## config.mk

```make
export PLATFORM = sky130hd
export DESIGN_NAME = inst_memaccess
export DESIGN_NICKNAME = d
export VERILOG_FILES = /design/src/rtl/inst_memaccess_pkg.sv /design/src/rtl/inst_memaccess_mem_lane_align.sv /design/src/rtl/inst_memaccess.sv
export SDC_FILE = /design/constraint.sdc
export NUM_CORES = 1
export LEC_CHECK = 0
export ABC_AREA = 0
export CAP_MARGIN = 10
export CORE_UTILIZATION = 48
export DETAILED_ROUTE_END_ITERATION = 7
export PLACE_DENSITY_LB_ADDON = 0.08
export SYNTH_ARGS = -nofsm -noshare
export SYNTH_HDL_FRONTEND = slang
export SYNTH_SLANG_ARGS = --single-unit
```

## constraint.sdc

```tcl
create_clock -name clk -period 5.25 [get_ports clk]
set_clock_uncertainty 0.05 [all_clocks]
set_input_delay 0.525 -clock clk [delete_from_list [all_inputs] [get_ports clk]]
set_output_delay 0.525 -clock clk [all_outputs]
set_load 0.005 [all_outputs]
```

## src/rtl/inst_memaccess_pkg.sv

```systemverilog
// inst_memaccess_pkg: shared mem_op encodings, FSM states and byte-mask constants.
package inst_memaccess_pkg;
    localparam logic [2:0] MEMOP_B  = 3'd0;
    localparam logic [2:0] MEMOP_H  = 3'd1;
    localparam logic [2:0] MEMOP_W  = 3'd2;
    localparam logic [2:0] MEMOP_BU = 3'd4;
    localparam logic [2:0] MEMOP_HU = 3'd5;
    localparam logic [7:0] MASK_B = 8'h01;
    localparam logic [7:0] MASK_H = 8'h03;
    localparam logic [7:0] MASK_W = 8'h0F;
    typedef enum logic {IDLE = 1'b0, SPLIT = 1'b1} state_t;
    function automatic logic is_byte(input logic [2:0] op);
        return op == MEMOP_B || op == MEMOP_BU;
    endfunction
    function automatic logic is_half(input logic [2:0] op);
        return op == MEMOP_H || op == MEMOP_HU;
    endfunction
endpackage

```

## src/rtl/inst_memaccess_mem_lane_align.sv

```systemverilog
// inst_memaccess_mem_lane_align: load shift/extend over a two-word window and store byte-lane generation.
module inst_memaccess_mem_lane_align import inst_memaccess_pkg::*; (
    input  logic [2:0]  op,
    input  logic [1:0]  ofs,
    input  logic [31:0] lo,
    input  logic [31:0] hi,
    input  logic [31:0] sdata,
    output logic [31:0] ldata,
    output logic [7:0]  be,
    output logic [63:0] wdata
);
    logic [31:0] w;
    assign w = 32'({hi, lo} >> {ofs, 3'b000});
    assign ldata = op == MEMOP_B  ? {{24{w[7]}}, w[7:0]} :
                   op == MEMOP_H  ? {{16{w[15]}}, w[15:0]} :
                   op == MEMOP_BU ? {24'h0, w[7:0]} :
                   op == MEMOP_HU ? {16'h0, w[15:0]} : w;
    // Low nibble addresses the first word, high nibble spills into the next word.
    assign be = (is_byte(op) ? MASK_B : is_half(op) ? MASK_H : MASK_W) << ofs;
    assign wdata = {32'h0, sdata} << {ofs, 3'b000};
endmodule

```

## src/rtl/inst_memaccess.sv

```systemverilog
// inst_memaccess: memory-access stage with two-cycle misaligned split; define MEM_MISALIGN_TRAP_EN to trap misaligned accesses instead.
module inst_memaccess import inst_memaccess_pkg::*; #(
    parameter int AW = 32,
    parameter int DW = 32
) (
    input  logic          clk,
    input  logic          reset,
    input  logic          ex2mem_mem_en,
    input  logic          ex2mem_load,
    input  logic          ex2mem_store,
    input  logic [2:0]    ex2mem_mem_op,
    input  logic [AW-1:0] ex2mem_memaddr,
    input  logic [DW-1:0] ex2mem_wr_memwdata,
    input  logic          ex2mem_wr_reg,
    input  logic [4:0]    ex2mem_wr_regindex,
    input  logic [DW-1:0] ex2mem_wr_wdata,
    input  logic          ex2mem_exp,
    input  logic [DW-1:0] readram_rdata,
    input  logic [DW-1:0] memram_rdata,
    output logic          memram_en,
    output logic          memram_we,
    output logic [AW-1:0] memram_addr,
    output logic [3:0]    memram_be,
    output logic [DW-1:0] memram_wdata,
    output logic          mem_misaligned_exxeption,
    output logic [AW-1:0] mem2ex_memadr,
    output logic [2:0]    mem2ex_mem_op,
    output logic          mem2wb_wr_reg,
    output logic [4:0]    mem2wb_wr_regindex,
    output logic [DW-1:0] mem2wb_wr_wdata,
    output logic          mem2wb_exp
);
    state_t state, state_n;
    logic [DW-1:0] lo_q, sdata_q, ldata;
    logic [1:0] ofs, ofs_q;
    logic st_q, wr_reg_q, split, is_load, is_store, mis, trap, go_split, wr_ok, rd_nxt;
    logic [4:0] idx_q;
    logic [7:0] be;
    logic [63:0] wdata;
    logic [AW-1:0] word_addr, nxt_addr;
    assign split = state == SPLIT;
    assign is_load = ex2mem_load;
    assign is_store = ex2mem_store & ~ex2mem_load;
    assign ofs = ex2mem_memaddr[1:0];
    assign mis = (is_half(ex2mem_mem_op) && ofs == 2'd3) || (ex2mem_mem_op == MEMOP_W && ofs != 2'd0);
`ifdef MEM_MISALIGN_TRAP_EN
    assign trap = ex2mem_mem_en & mis;
`else
    assign trap = 1'b0;
`endif
    assign go_split = !split && ex2mem_mem_en && mis && !ex2mem_exp && !trap;
    assign wr_ok = !split && ex2mem_mem_en && is_store && !ex2mem_exp && !trap;
    assign rd_nxt = go_split && is_load;
    assign word_addr = {ex2mem_memaddr[AW-1:2], 2'b00};
    assign nxt_addr = word_addr + AW'(4);
    // One aligner serves both paths: live inputs in IDLE, latched split context in SPLIT.
    inst_memaccess_mem_lane_align u_mem_lane_align (
        .op    (split ? mem2ex_mem_op : ex2mem_mem_op),
        .ofs   (split ? ofs_q : ofs),
        .lo    (split ? lo_q : readram_rdata),
        .hi    (memram_rdata),
        .sdata (split ? sdata_q : ex2mem_wr_memwdata),
        .ldata (ldata),
        .be    (be),
        .wdata (wdata)
    );
    always_ff @(posedge clk or posedge reset)
        if (reset) state <= IDLE;
        else state <= state_n;
    always_comb state_n = split ? IDLE : go_split ? SPLIT : IDLE;
    always_comb begin
        mem_misaligned_exxeption = split;
        memram_en = !reset && (split ? st_q : (wr_ok || rd_nxt));
        memram_we = !reset && (split ? st_q : wr_ok);
        memram_addr = !memram_en ? '0 : split ? mem2ex_memadr : rd_nxt ? nxt_addr : word_addr;
        memram_be = !memram_we ? 4'h0 : split ? be[7:4] : be[3:0];
        memram_wdata = !memram_we ? '0 : split ? wdata[63:32] : wdata[31:0];
    end
    always_ff @(posedge clk or posedge reset)
        if (reset) begin
            lo_q <= '0;
            sdata_q <= '0;
            ofs_q <= '0;
            st_q <= 1'b0;
            wr_reg_q <= 1'b0;
            idx_q <= '0;
            mem2ex_memadr <= '0;
            mem2ex_mem_op <= '0;
            mem2wb_wr_reg <= 1'b0;
            mem2wb_wr_regindex <= '0;
            mem2wb_wr_wdata <= '0;
            mem2wb_exp <= 1'b0;
        end else begin
            if (go_split) begin
                lo_q <= readram_rdata;
                sdata_q <= ex2mem_wr_memwdata;
                ofs_q <= ofs;
                st_q <= is_store;
                wr_reg_q <= ex2mem_wr_reg;
                idx_q <= ex2mem_wr_regindex;
                mem2ex_memadr <= nxt_addr;
                mem2ex_mem_op <= ex2mem_mem_op;
            end
            if (split) begin
                mem2wb_wr_reg <= !st_q && wr_reg_q;
                mem2wb_wr_regindex <= idx_q;
                mem2wb_wr_wdata <= ldata;
                mem2wb_exp <= 1'b0;
            end else begin
                mem2wb_wr_reg <= ex2mem_wr_reg && !ex2mem_exp && !trap && !go_split && !(ex2mem_mem_en && is_store);
                mem2wb_wr_regindex <= ex2mem_wr_regindex;
                mem2wb_wr_wdata <= (ex2mem_mem_en && is_load) ? ldata : ex2mem_wr_wdata;
                mem2wb_exp <= ex2mem_exp || trap;
            end
        end
endmodule

```

==> results by group <==
Outcome
  • Status: complete, no violations

Worst setup path
  • Buffers & Inverters on Critical Path: 2
  • Worst EP arrival: 3690 ps
  • Startpoint Class: flip-flop
  • Crit path kind: reg -> out
  • Crit. End Element: primary output
  • Critical-path cell list: nor2_1 > nand2_1 > nor2_1 > o31ai_2 > buf_4 > nor4_1 > clkdlybuf4s50_1
  • Setup slack, reg-to-reg: between 1500 and 2000 ps
  • Cell mode on critical path: nor2_1
  • CP delay by family, top: simple AND/OR/NAND/NOR gates
  • Max FO, Critical Path: 60
  • Worst path max stage delay: 750 ps
  • Worst EP required: 4680 ps
  • Slowest CP cell: dfrtp_4

Timing
  • Final setup fails: 0
  • Final period util: 0.812
  • Clock period minus worst slack: approximately 4300 ps
  • Slew HR: 0.254
  • Fmax: 235 MHz
  • Endpoints failing hold: 0
  • Slew @ Worst Pin: 1120 ps
  • Max-slew violation count: 0
  • Setup TNS: 0 ps
  • Final worst slack: roughly 990 ps
  • WHS: about 430 ps
  • RSZ-0062 raised after global routing: false

Route
  • Routed wire length: 32500 µm
  • Post-route DRC violation count: 0
  • Initial drt markers: between 500 and 600
  • Antenna viol nets, final: 0
  • DR vias: 9995
  • Pre-Repair DR Iteration Count: 5
  • DR vias/cell: 5.65
  • DR WL/cell: about 18 µm

Clock network
  • CTS tree: yes
  • CTS Root Cell: clkbuf_16
  • Num CTS Buffers: 17
  • Worst-Skew Late Latency: roughly 430 ps
  • Cts hold-fix bufs: 0
  • Clk slew on worst S/H paths: approximately 60 ps
  • CTS Sinks: 146
  • Setup bufs post-CTS: 0
  • CTS resizes: 0
  • Bufs on Longest Clock Path: 2
  • CTS H-tree depth: 4

Layout
  • Fin util: 0.674
  • Commonest non-fill, non-tap cell in the layout: nand2_1
  • Fillcell total: 1751
  • Syn-to-layout area delta: 37.3%
  • Most frequent cells in the layout: nand2_1, clkdlybuf4s50_1, dfrtp_1
  • Reg area: 0.00366 mm²
  • Share of cells above drive strength 1: 0.0628
  • Layout Nets: ~1700
  • Area of the multi-input gates: between 0.005 and 0.006 mm²
  • Largest regs: lo_q (32), mem2wb_wr_wdata (32), sdata_q (32)

Power
  • Switching Share: 0.322
  • Leakage Power: about 5.7 nW
  • Logic pwr share: 0.274
  • Reg power frac: 0.398
  • Power per standard cell area: approximately 290 mW/mm²
  • Clock power frac: 0.329
  • Peak VDD IR: 214 µV
  • Int Power: 0.00265 W
  • Sw Pwr: 0.00126 W

GRT
  • Initial antenna violation count: 3
  • GRT Overall Usage: 0.306
  • Largest net degree at the start of global routing: around 110
  • Vias in the first global route: 9360
  • First-pass GRT wire length: about 52000 µm
  • Congestion Overflow GR: 0

Floorplanning
  • DIE HEIGHT: 146 µm
  • Die Width: 146 µm
  • Initial Util: 0.491
  • Row cnt: 52
  • Ports: 320
  • Core Region: between 0.02 and 0.025 mm²
  • Die ar.: about 0.021 mm²

Logic synthesis
  • Largest family of logic cells by synthesized area: simple AND/OR/NAND/NOR gates
  • Most used DFF post-synth: dfrtp_1
  • Synth Area in Adders: 0.00126
  • Sequential area share after synthesis: 0.368
  • YS warnings: 0
  • Syn avg cell area: 7.97 µm²
  • Fraction of registers with async set/reset: 1.00
  • Synth Area in Compound Gates: 0.170
  • Count of cell types in the netlist: 58
  • Synth Register Bits: 146
  • Synth Area in XOR/XNOR: 0.0406
  • Post-Syn Area: 0.00993 mm²
  • Syn Inst Count: roughly 1200
  • EDFF count, synth: 0
  • Simple-gate share of the synthesized area: 0.238
  • Post-synthesis mux area share: 0.129

Placement
  • Placer Congestion: 0.899
  • Pre-CTS WS: 1180 ps
  • Hpwl dp: 22400 µm
  • IO Port Bufs: between 300 and 400

Worst hold path
  • Worst hold path class: reg -> reg

Flow run
  • Max-cap violations: 0
==> synthesized netlist by cell type, types with 12 or more instances <==
cell | count | area, µm²
nand2_1 | 367 | 1380
dfrtp_1 | 146 | 3650
mux2i_1 | 97 | 971
o21ai_0 | 74 | 370
nor2_1 | 73 | 274
a21oi_1 | 72 | 360
clkbuf_1 | 48 | 180
a211oi_1 | 40 | 300
buf_2 | 39 | 195
xnor2_1 | 31 | 272
nor2b_1 | 25 | 156
mux2_2 | 22 | 248
nand3_1 | 20 | 100
a31oi_1 | 16 | 100
a221o_1 | 15 | 150
xor2_1 | 15 | 131
nand4_1 | 13 | 81.3
nor3_1 | 12 | 60.1
==> path summary, 6_finish.rpt <==
check	to	start	cells after the start
worst min-delay path	sdata_q[12]	sdata_q[12]	2
max in group asynchronous	lo_q[12]	reset	3
worst max register to register	mem2wb_wr_wdata[19]	mem_misaligned_exxeption	6
worst min register to register	sdata_q[12]	sdata_q[12]	2
min in group asynchronous	mem2ex_memadr[6]	reset	2
worst max-delay path	memram_addr[23]	mem_misaligned_exxeption	7
==> cell type report <==
class	instances	area share
multi-input cells	991	0.425
inverters	7	0.00229
diodes	2	0.000367
repair buffers	321	0.234
flip-flops and latches	146	0.268
well taps	270	0.0248
clock buffers	17	0.0312
clock inverters	15	0.0138
==> power by group through the flow <==
stage               combinational (W)  sequential (W)  clock [W]
detailed placement            0.00106         0.00156          0
finish                        0.00107         0.00155    0.00128
global placement              0.00104         0.00156          0
floorplan                    0.000592         0.00151          0
CTS                           0.00107         0.00155    0.00130
global route                  0.00118         0.00159    0.00134
==> worst min-delay path, stage by stage (launching register included) <==
cell and delay (ps):
dfrtp_1 340, nand2_1 50, nand2_1 50
==> per-stage QoR <==
stage / area, µm² / cells / power (W)
floorplan: 9940 / 1249 / 0.00210
global placement: 13000 / 1735 / 0.00260
detailed placement: 13000 / 1735 / 0.00263
CTS: 13600 / 1767 / 0.00392
global route: 13600 / 1769 / 0.00411
finish: 13600 / 1769 / 0.00391
==> logic make-up after synthesis <==
family | after synthesis
DFF | 146
muxes | 122
AOI/OAI and AO/OA | 267
xor gates and xnor gates | 46
buffers and inverters | 112
and+or+nand+nor | 551
other | 1
adders and majority gates | 1
==> metal layers <==
metal / GRT usage / vias up / part of all wire
met2: 0.485 / 426 / 0.46
met1: 0.412 / 4728 / 0.43
met3: 0.0708 / 40 / 0.086
li1: - / 4801 / -
met4: 0.0984 / 0 / 0.021
met5: 0 / - / 0
No activity file was read; power rests on OpenSTA's default activity.
